<file path="src/rtl/message_scroller_if.sv">
// Character write channel of the message scroller.
//   wr_valid : write request from the producer
//   wr_ready : scroller can accept a character this cycle
//   wr_char  : 6-bit character code (0 space, 1..26 A..Z, 27..36 0..9)
//   wr_last  : marks the final character of a message
interface message_scroller_if;
    logic       wr_valid;
    logic       wr_ready;
    logic [5:0] wr_char;
    logic       wr_last;

    modport master (
        output wr_valid,
        output wr_char,
        output wr_last,
        input  wr_ready
    );

    modport slave (
        input  wr_valid,
        input  wr_char,
        input  wr_last,
        output wr_ready
    );
endinterface

</file>
<file path="src/rtl/message_scroller.sv">
// Scrolling 12-digit 14-segment message display.
// A message of up to DEPTH characters is written through the wr channel,
// then scrolled across the display as a ring of the message followed by
// 12 spaces. The display multiplexer asks for one digit at a time.
//   clk, rst_n : clock, asynchronous active-low reset
//   vdd, vss   : power pins (only with USE_POWER_PINS)
//   wr         : character write channel (slave side)
//   scroll_en  : allows the scroll tick counter to advance
//   rd_digit   : digit index 0..11 requested by the display multiplexer
//   rd_segm    : registered segment pattern for rd_digit (1-cycle latency)
//   running    : high while the message is being displayed
module message_scroller #(
    parameter logic [23:0] SCROLL_DIV = 24'd6000000,
    parameter int unsigned DEPTH      = 32
) (
`ifdef USE_POWER_PINS
    inout  wire                vdd,
    inout  wire                vss,
`endif
    input  logic               clk,
    input  logic               rst_n,
    message_scroller_if.slave  wr,
    input  logic               scroll_en,
    input  logic [3:0]         rd_digit,
    output logic [13:0]        rd_segm,
    output logic               running
);

    localparam int unsigned NUM_DIGITS = 12;
    localparam int unsigned CHR_W      = 6;
    localparam int unsigned SEG_W      = 14;
    localparam int unsigned TICK_W     = 24;
    localparam int unsigned IDX_W      = $clog2(DEPTH);
    localparam int unsigned CNT_W      = $clog2(DEPTH + NUM_DIGITS);
    localparam int unsigned SUM_W      = CNT_W + 1;

    typedef enum logic [1:0] {
        EMPTY  = 2'd0,
        LOAD   = 2'd1,
        COMMIT = 2'd2,
        RUN    = 2'd3
    } state_t;

    state_t                 state_q, state_d;
    logic [CNT_W-1:0]       count_q, count_d;
    logic [CNT_W-1:0]       msg_len_q, msg_len_d;
    logic [CNT_W-1:0]       offset_q, offset_d;
    logic [TICK_W-1:0]      tick_q, tick_d;
    logic                   wr_ready_q;
    logic [SEG_W-1:0]       segm_d;

    logic [CHR_W-1:0]       buf_mem [DEPTH];
    logic                   buf_we;
    logic [IDX_W-1:0]       buf_waddr;

    logic                   wr_fire_c;
    logic [SUM_W-1:0]       ring_len_c;
    logic [SUM_W-1:0]       idx_raw_c;
    logic [SUM_W-1:0]       idx_c;

    // 14-segment font, bit order a b c d e f g1 g2 h j k l m n (MSB first)
    function automatic logic [SEG_W-1:0] font(input logic [CHR_W-1:0] c);
        logic [SEG_W-1:0] s;
        case (c)
            6'd0:    s = 14'b00000000000000;
            6'd1:    s = 14'b11101111000000; // A
            6'd2:    s = 14'b11110001010010; // B
            6'd3:    s = 14'b10011100000000; // C
            6'd4:    s = 14'b11110000010010; // D
            6'd5:    s = 14'b10011110000000; // E
            6'd6:    s = 14'b10001110000000; // F
            6'd7:    s = 14'b10111101000000; // G
            6'd8:    s = 14'b01101111000000; // H
            6'd9:    s = 14'b10010000010010; // I
            6'd10:   s = 14'b01111000000000; // J
            6'd11:   s = 14'b00001110001100; // K
            6'd12:   s = 14'b00011100000000; // L
            6'd13:   s = 14'b01101100101000; // M
            6'd14:   s = 14'b01101100100100; // N
            6'd15:   s = 14'b11111100000000; // O
            6'd16:   s = 14'b11001111000000; // P
            6'd17:   s = 14'b11111100000100; // Q
            6'd18:   s = 14'b11001111000100; // R
            6'd19:   s = 14'b10110111000000; // S
            6'd20:   s = 14'b10000000010010; // T
            6'd21:   s = 14'b01111100000000; // U
            6'd22:   s = 14'b00001100001001; // V
            6'd23:   s = 14'b01101100000101; // W
            6'd24:   s = 14'b00000000101101; // X
            6'd25:   s = 14'b00000000101010; // Y
            6'd26:   s = 14'b10010000001001; // Z
            6'd27:   s = 14'b11111100001001; // 0
            6'd28:   s = 14'b01100000001000; // 1
            6'd29:   s = 14'b11011011000000; // 2
            6'd30:   s = 14'b11110001000000; // 3
            6'd31:   s = 14'b01100111000000; // 4
            6'd32:   s = 14'b10010110000100; // 5
            6'd33:   s = 14'b10111111000000; // 6
            6'd34:   s = 14'b10000000001010; // 7
            6'd35:   s = 14'b11111111000000; // 8
            6'd36:   s = 14'b11110111000000; // 9
            default: s = '0;
        endcase
        return s;
    endfunction

    assign wr.wr_ready = wr_ready_q;
    assign wr_fire_c   = wr.wr_valid && wr_ready_q;
    assign ring_len_c  = SUM_W'(msg_len_q) + SUM_W'(NUM_DIGITS);

    // Ring position of the requested digit, folded back once into the ring
    assign idx_raw_c = SUM_W'(offset_q) + SUM_W'(rd_digit);
    assign idx_c     = (idx_raw_c >= ring_len_c) ? (idx_raw_c - ring_len_c) : idx_raw_c;

    // Next-state and datapath next values
    always_comb begin
        state_d   = state_q;
        count_d   = count_q;
        msg_len_d = msg_len_q;
        offset_d  = offset_q;
        tick_d    = tick_q;
        buf_we    = 1'b0;
        buf_waddr = '0;
        segm_d    = '0;

        case (state_q)
            EMPTY, RUN: begin
                if (wr_fire_c) begin
                    // A new message always restarts at index 0, aborting any display
                    buf_we    = 1'b1;
                    buf_waddr = '0;
                    count_d   = CNT_W'(1);
                    state_d   = wr.wr_last ? COMMIT : LOAD;
                end else if ((state_q == RUN) && scroll_en) begin
                    if (tick_q == (SCROLL_DIV - 24'd1)) begin
                        tick_d   = '0;
                        offset_d = (SUM_W'(offset_q) == (ring_len_c - SUM_W'(1)))
                                 ? '0 : (offset_q + CNT_W'(1));
                    end else begin
                        tick_d = tick_q + TICK_W'(1);
                    end
                end
            end
            LOAD: begin
                if (wr_fire_c) begin
                    buf_we    = 1'b1;
                    buf_waddr = count_q[IDX_W-1:0];
                    count_d   = count_q + CNT_W'(1);
                    if (wr.wr_last || (count_q == CNT_W'(DEPTH - 1))) begin
                        state_d = COMMIT;
                    end
                end
            end
            COMMIT: begin
                msg_len_d = count_q;
                offset_d  = '0;
                tick_d    = '0;
                state_d   = RUN;
            end
            default: state_d = EMPTY;
        endcase

        // Display lookup uses the pre-increment offset; a write in RUN blanks it
        if ((state_q == RUN) && !wr_fire_c && (rd_digit < 4'(NUM_DIGITS))
                && (idx_c < SUM_W'(msg_len_q))) begin
            segm_d = font(buf_mem[idx_c[IDX_W-1:0]]);
        end
    end

    // State register
    always_ff @(posedge clk or negedge rst_n) begin
        if (!rst_n) begin
            state_q <= EMPTY;
        end else begin
            state_q <= state_d;
        end
    end

    // Datapath and registered outputs
    always_ff @(posedge clk or negedge rst_n) begin
        if (!rst_n) begin
            count_q    <= '0;
            msg_len_q  <= '0;
            offset_q   <= '0;
            tick_q     <= '0;
            rd_segm    <= '0;
            running    <= 1'b0;
            wr_ready_q <= 1'b0;
        end else begin
            count_q    <= count_d;
            msg_len_q  <= msg_len_d;
            offset_q   <= offset_d;
            tick_q     <= tick_d;
            rd_segm    <= segm_d;
            running    <= (state_d == RUN);
            wr_ready_q <= (state_d != COMMIT);
        end
    end

    // Message buffer; contents are don't-care until written
    always_ff @(posedge clk) begin
        if (buf_we) begin
            buf_mem[buf_waddr] <= wr.wr_char;
        end
    end

endmodule

</file>
<file path="src/flat_wrapper.sv">
// flat-port wrapper written by rule: the top's interface ports become plain ports
module message_scroller_flat 
#(
    parameter logic [23:0] SCROLL_DIV = 24'd6000000,
    parameter int unsigned DEPTH      = 32
)
  (clk, rst_n, scroll_en, rd_digit, rd_segm, running, wr_wr_valid, wr_wr_char, wr_wr_last, wr_wr_ready);
  message_scroller_if wr_i ();
  input  logic clk;
  input  logic rst_n;
  input  logic scroll_en;
  input  logic [3:0] rd_digit;
  output logic [13:0] rd_segm;
  output logic running;
  input wire logic [$bits(wr_i.wr_valid)-1:0] wr_wr_valid;
  input wire logic [$bits(wr_i.wr_char)-1:0] wr_wr_char;
  input wire logic [$bits(wr_i.wr_last)-1:0] wr_wr_last;
  output wire logic [$bits(wr_i.wr_ready)-1:0] wr_wr_ready;
  assign wr_i.wr_valid = wr_wr_valid;
  assign wr_i.wr_char = wr_wr_char;
  assign wr_i.wr_last = wr_wr_last;
  assign wr_wr_ready = wr_i.wr_ready;
  message_scroller #(.SCROLL_DIV(SCROLL_DIV), .DEPTH(DEPTH)) u_core (.clk(clk), .rst_n(rst_n), .wr(wr_i), .scroll_en(scroll_en), .rd_digit(rd_digit), .rd_segm(rd_segm), .running(running));
endmodule
</file>
<file path="config.mk">
export PLATFORM = sky130hd
export DESIGN_NAME = message_scroller_flat
export DESIGN_NICKNAME = d
export VERILOG_FILES = /design/src/rtl/message_scroller_if.sv /design/src/rtl/message_scroller.sv /design/src/flat_wrapper.sv
export SDC_FILE = /design/constraint.sdc
export NUM_CORES = 1
export LEC_CHECK = 0
export BUFFER_PORTS_ARGS = -buffer_cell sky130_fd_sc_hd__buf_4
export CORE_AREA = 5 5 157 159
export CTS_BUF_LIST = sky130_fd_sc_hd__clkbuf_8
export DETAILED_ROUTE_END_ITERATION = 8
export DIE_AREA = 0 0 162 164
export PLACE_DENSITY = 0.71
export SYNTH_ARGS = -nofsm -noshare
export SYNTH_HDL_FRONTEND = slang
export SYNTH_SLANG_ARGS = --single-unit
</file>
<file path="constraint.sdc">
create_clock -name clk -period 6.55 [get_ports clk]
set_input_delay 0.3275 -clock clk [delete_from_list [all_inputs] [get_ports clk]]
set_output_delay 0.3275 -clock clk [all_outputs]
set_load 0.1 [all_outputs]
</file>
==> metrics.md <==
| Metric | Value |
|---|---|
| Status | completed |
| Final Net Count | 1175 |
| Syn Area/Cell | 11.6 sq um |
| CP Class | reg -> reg |
| RePlAce Congestion | 0.894 |
| Cells after Synth | 1071 |
| RSZ-0062 raised after global routing | no |
| Fillers | 1833 |
| I/O pin cnt | 31 |
| Final hold violations | 0 |
| Worst r2r path cells | 20 |
| CP Capture Point | u_core.rd_segm[12]$_DFF_PN0_ |
| Clock buffer depth | 3 |
| Antenna diode count | 0 |
| Initial DRC count | 959 |
| Tmin final | 6.33 ns |
| Top cell type's share of synthesized area | 46.4% |
| Worst Max-Slew Pin Slew | 0.953 ns |
| First-pass DRT Iterations | 5 |
| Die area | 26600 sq um |
| Share of layout cells above drive strength 1 | 12.9% |
| Num CTS Buffers | 43 |
| Period utilization | 96.6% |
| Fmax | 158 MHz |
| Worst Skew | 0.0481 ns |
| DPL Wire Length | 19.7 mm |
| Die width | 162 um |
| CTS tree | done |
| R2r startpoint | u_core.offset_q[0]$_DFFE_PN0P_ |
| IO buf count | 30 |
| Clock sinks | 252 |
| Clock slew at reported path FFs | 0.06 ns |
| Vias in the first global route | 8423 |
| First-pass GRT wire length | 46.9 mm |
| Dpl cells | 1364 |
| FF-to-FF setup slack | 0.22 ns |
| Ys Warns | 0 |
| Synth cell types | 76 |
| Final wirelength | 29.6 mm |
| EDFF count, synth | 192 |
| Initial Util | 53.7% |
| Total grt overflow | 0 |
| CTS resizes | 0 |
| Slew margin rel. | 36.0% |
| #FFs+latches synth | 252 |
| Final Non-Filler Cells | 1445 |
| Async SR Flop Fraction | 23.8% |
| Dominant synthesized flop cell | edfxtp_1 |
| Leading post-synthesis cells by cell area | edfxtp_1 (46%), dfrtp_1 (12%), nand2_1 (4.7%) |
| Pre-CTS setup slack | 0.407 ns |
| # H-tree levels | 2 |
| Crit path max fanout | 32 |
| Rows | 56 |
| Synth Cell Area | 12400 sq um |
| # Max-Cap Violations | 0 |
| # DRC | 0 |
| Critical Path Sink Type | register |
| Slew Viols, Final | 0 |
| Setup_tns | 0 ns |
| DR vias | 8685 |
| Vias per cell | 6.01 |
| Clk root buf | clkbuf_8 |
| Core area | 23100 sq um |
| ANT nets after route | 0 |
| Pin count of the biggest net entering global routing | 61 |
| Area Growth Syn to Fin | 11.5% |
| Worst setup margin | 0.220 ns |
| Required @ worst endpoint | 6.99 ns |
| Reg-to-Reg End | u_core.rd_segm[12]$_DFF_PN0_ |
| Final setup violation count | 0 |
| Post-Syn Nets | 1122 |
| Height of the die | 164 um |
| Setup crit start kind | register |
| Worst Path Arrival | 6.77 ns |
| CP Launch Point | u_core.offset_q[0]$_DFFE_PN0P_ |
| Hold path depth | 4 |
| GR Util All Layers | 22.5% |
| Register area share after synthesis | 58.5% |
| Skew-Pair Late Insertion Delay | 0.57 ns |
| Hold crit path type | in -> reg |
| Antenna violations before repair | 0 |
| Cell taking the most area after synthesis | edfxtp_1 |
| Per-cell routed wire length | 20.5 um |
metal layers:
layer | share of wire [%] | track usage [%] | vias to the layer above
met5 | 0 | 0 | -
met4 | 2.4 | 6.61 | 0
met3 | 7.6 | 4.97 | 64
met2 | 47 | 35.9 | 344
met1 | 43 | 31.4 | 4203
li1 | - | - | 4074
cell usage in the layout (no fill, tap or decap), drive strengths merged, types with 13 or more instances in the layout:
cell type    n
and3        17
nand2      154
xnor2       16
mux2i       44
nor3        25
o21ai       64
ha          34
a311oi      14
inv         44
edfxtp     192
nand3       51
a211oi      14
buf         61
xor2        18
a21oi       30
nand2b      13
clkbuf      48
nor2        83
dfrtp       60
worst min-delay path by stage:
stage / start / end
floorplan: rst_n / u_core.count_q[0]$_DFFE_PN0P_
global placement: rst_n / u_core.tick_q[19]$_DFFE_PN0P_
detailed placement: rst_n / u_core.tick_q[22]$_DFFE_PN0P_
CTS: wr_wr_last / u_core.state_q[0]$_DFF_PN0_
global route: wr_wr_char[2] / u_core.buf_mem[21][2]$_DFFE_PP_
finish: wr_wr_last / u_core.state_q[0]$_DFF_PN0_
worst max-delay path, cell delays in order (launching register included):
cell	delay [ns]
dfrtp_1	0.44
ha_1	0.20
inv_1	0.06
fa_1	0.40
nor2b_1	0.12
o21ai_0	0.08
nand2b_1	0.10
xor2_1	0.21
ha_1	0.31
a21oi_2	0.19
o21ai_2	0.10
a211oi_4	0.57
or2_1	0.30
inv_4	0.22
mux4_2	0.50
mux2i_1	0.38
nor3_1	0.16
or4_1	0.84
a21oi_1	0.59
a32oi_1	0.15
a31o_1	0.27
state kept, by name (all words and copies together), names as in the netlist:
signal,flops
u_core.wr.wr_ready,1
u_core.state_q,2
u_core.count_q,6
u_core.msg_len_q,6
u_core.offset_q,6
u_core.running,1
u_core.buf_mem,192
u_core.tick_q,24
u_core.rd_segm,14
per-stage QoR:
step	hold slack (ns)	area (sq um)	util, %
floorplan	0.0319	12400	-
global placement	0.456	13000	56.0
detailed placement	0.451	13000	56.0
CTS	0.156	13800	59.8
global route	0.169	13800	59.9
finish	0.182	13800	59.9
cell type report:
class | instances | area, sq um | area share, %
clock buffers | 48 | 661 | 4.77
clock inverters | 28 | 190 | 1.37
inverters | 30 | 115 | 0.831
multi-input cells | 735 | 4760 | 34.4
flip-flops and latches | 252 | 7270 | 52.5
well taps | 290 | 363 | 2.62
repair buffers | 62 | 493 | 3.56
repair_timing:
item                                    CTS  global route
hold buffers                              1             0
endpoints found under the setup margin    0             1
setup buffers                             0             4
hold endpoints to repair                 60             0
cell usage after synthesis, drive strengths merged, types with 13 or more instances:
library cell,n
nand2,154
a311oi,14
ha,34
o21ai,64
and3,17
buf,28
clkbuf,26
dfrtp,60
nor2,83
edfxtp,192
mux2i,44
a211oi,14
nand3,51
inv,30
xor2,18
nor3,25
nand2b,13
xnor2,16
a21oi,30
cell families after synthesis:
family          after synthesis  synth area share [%]
compound gates              201                  11.1
buf+inv                      84                  3.20
xor+xnor                     34                  2.40
simple gates                405                  15.3
fa+ha+maj                    36                  3.75
flops                       252                  58.5
mux                          59                  5.68
Power is not shown: default switching activity piles up to over one toggle a cycle in this logic, so the estimate is an artifact.
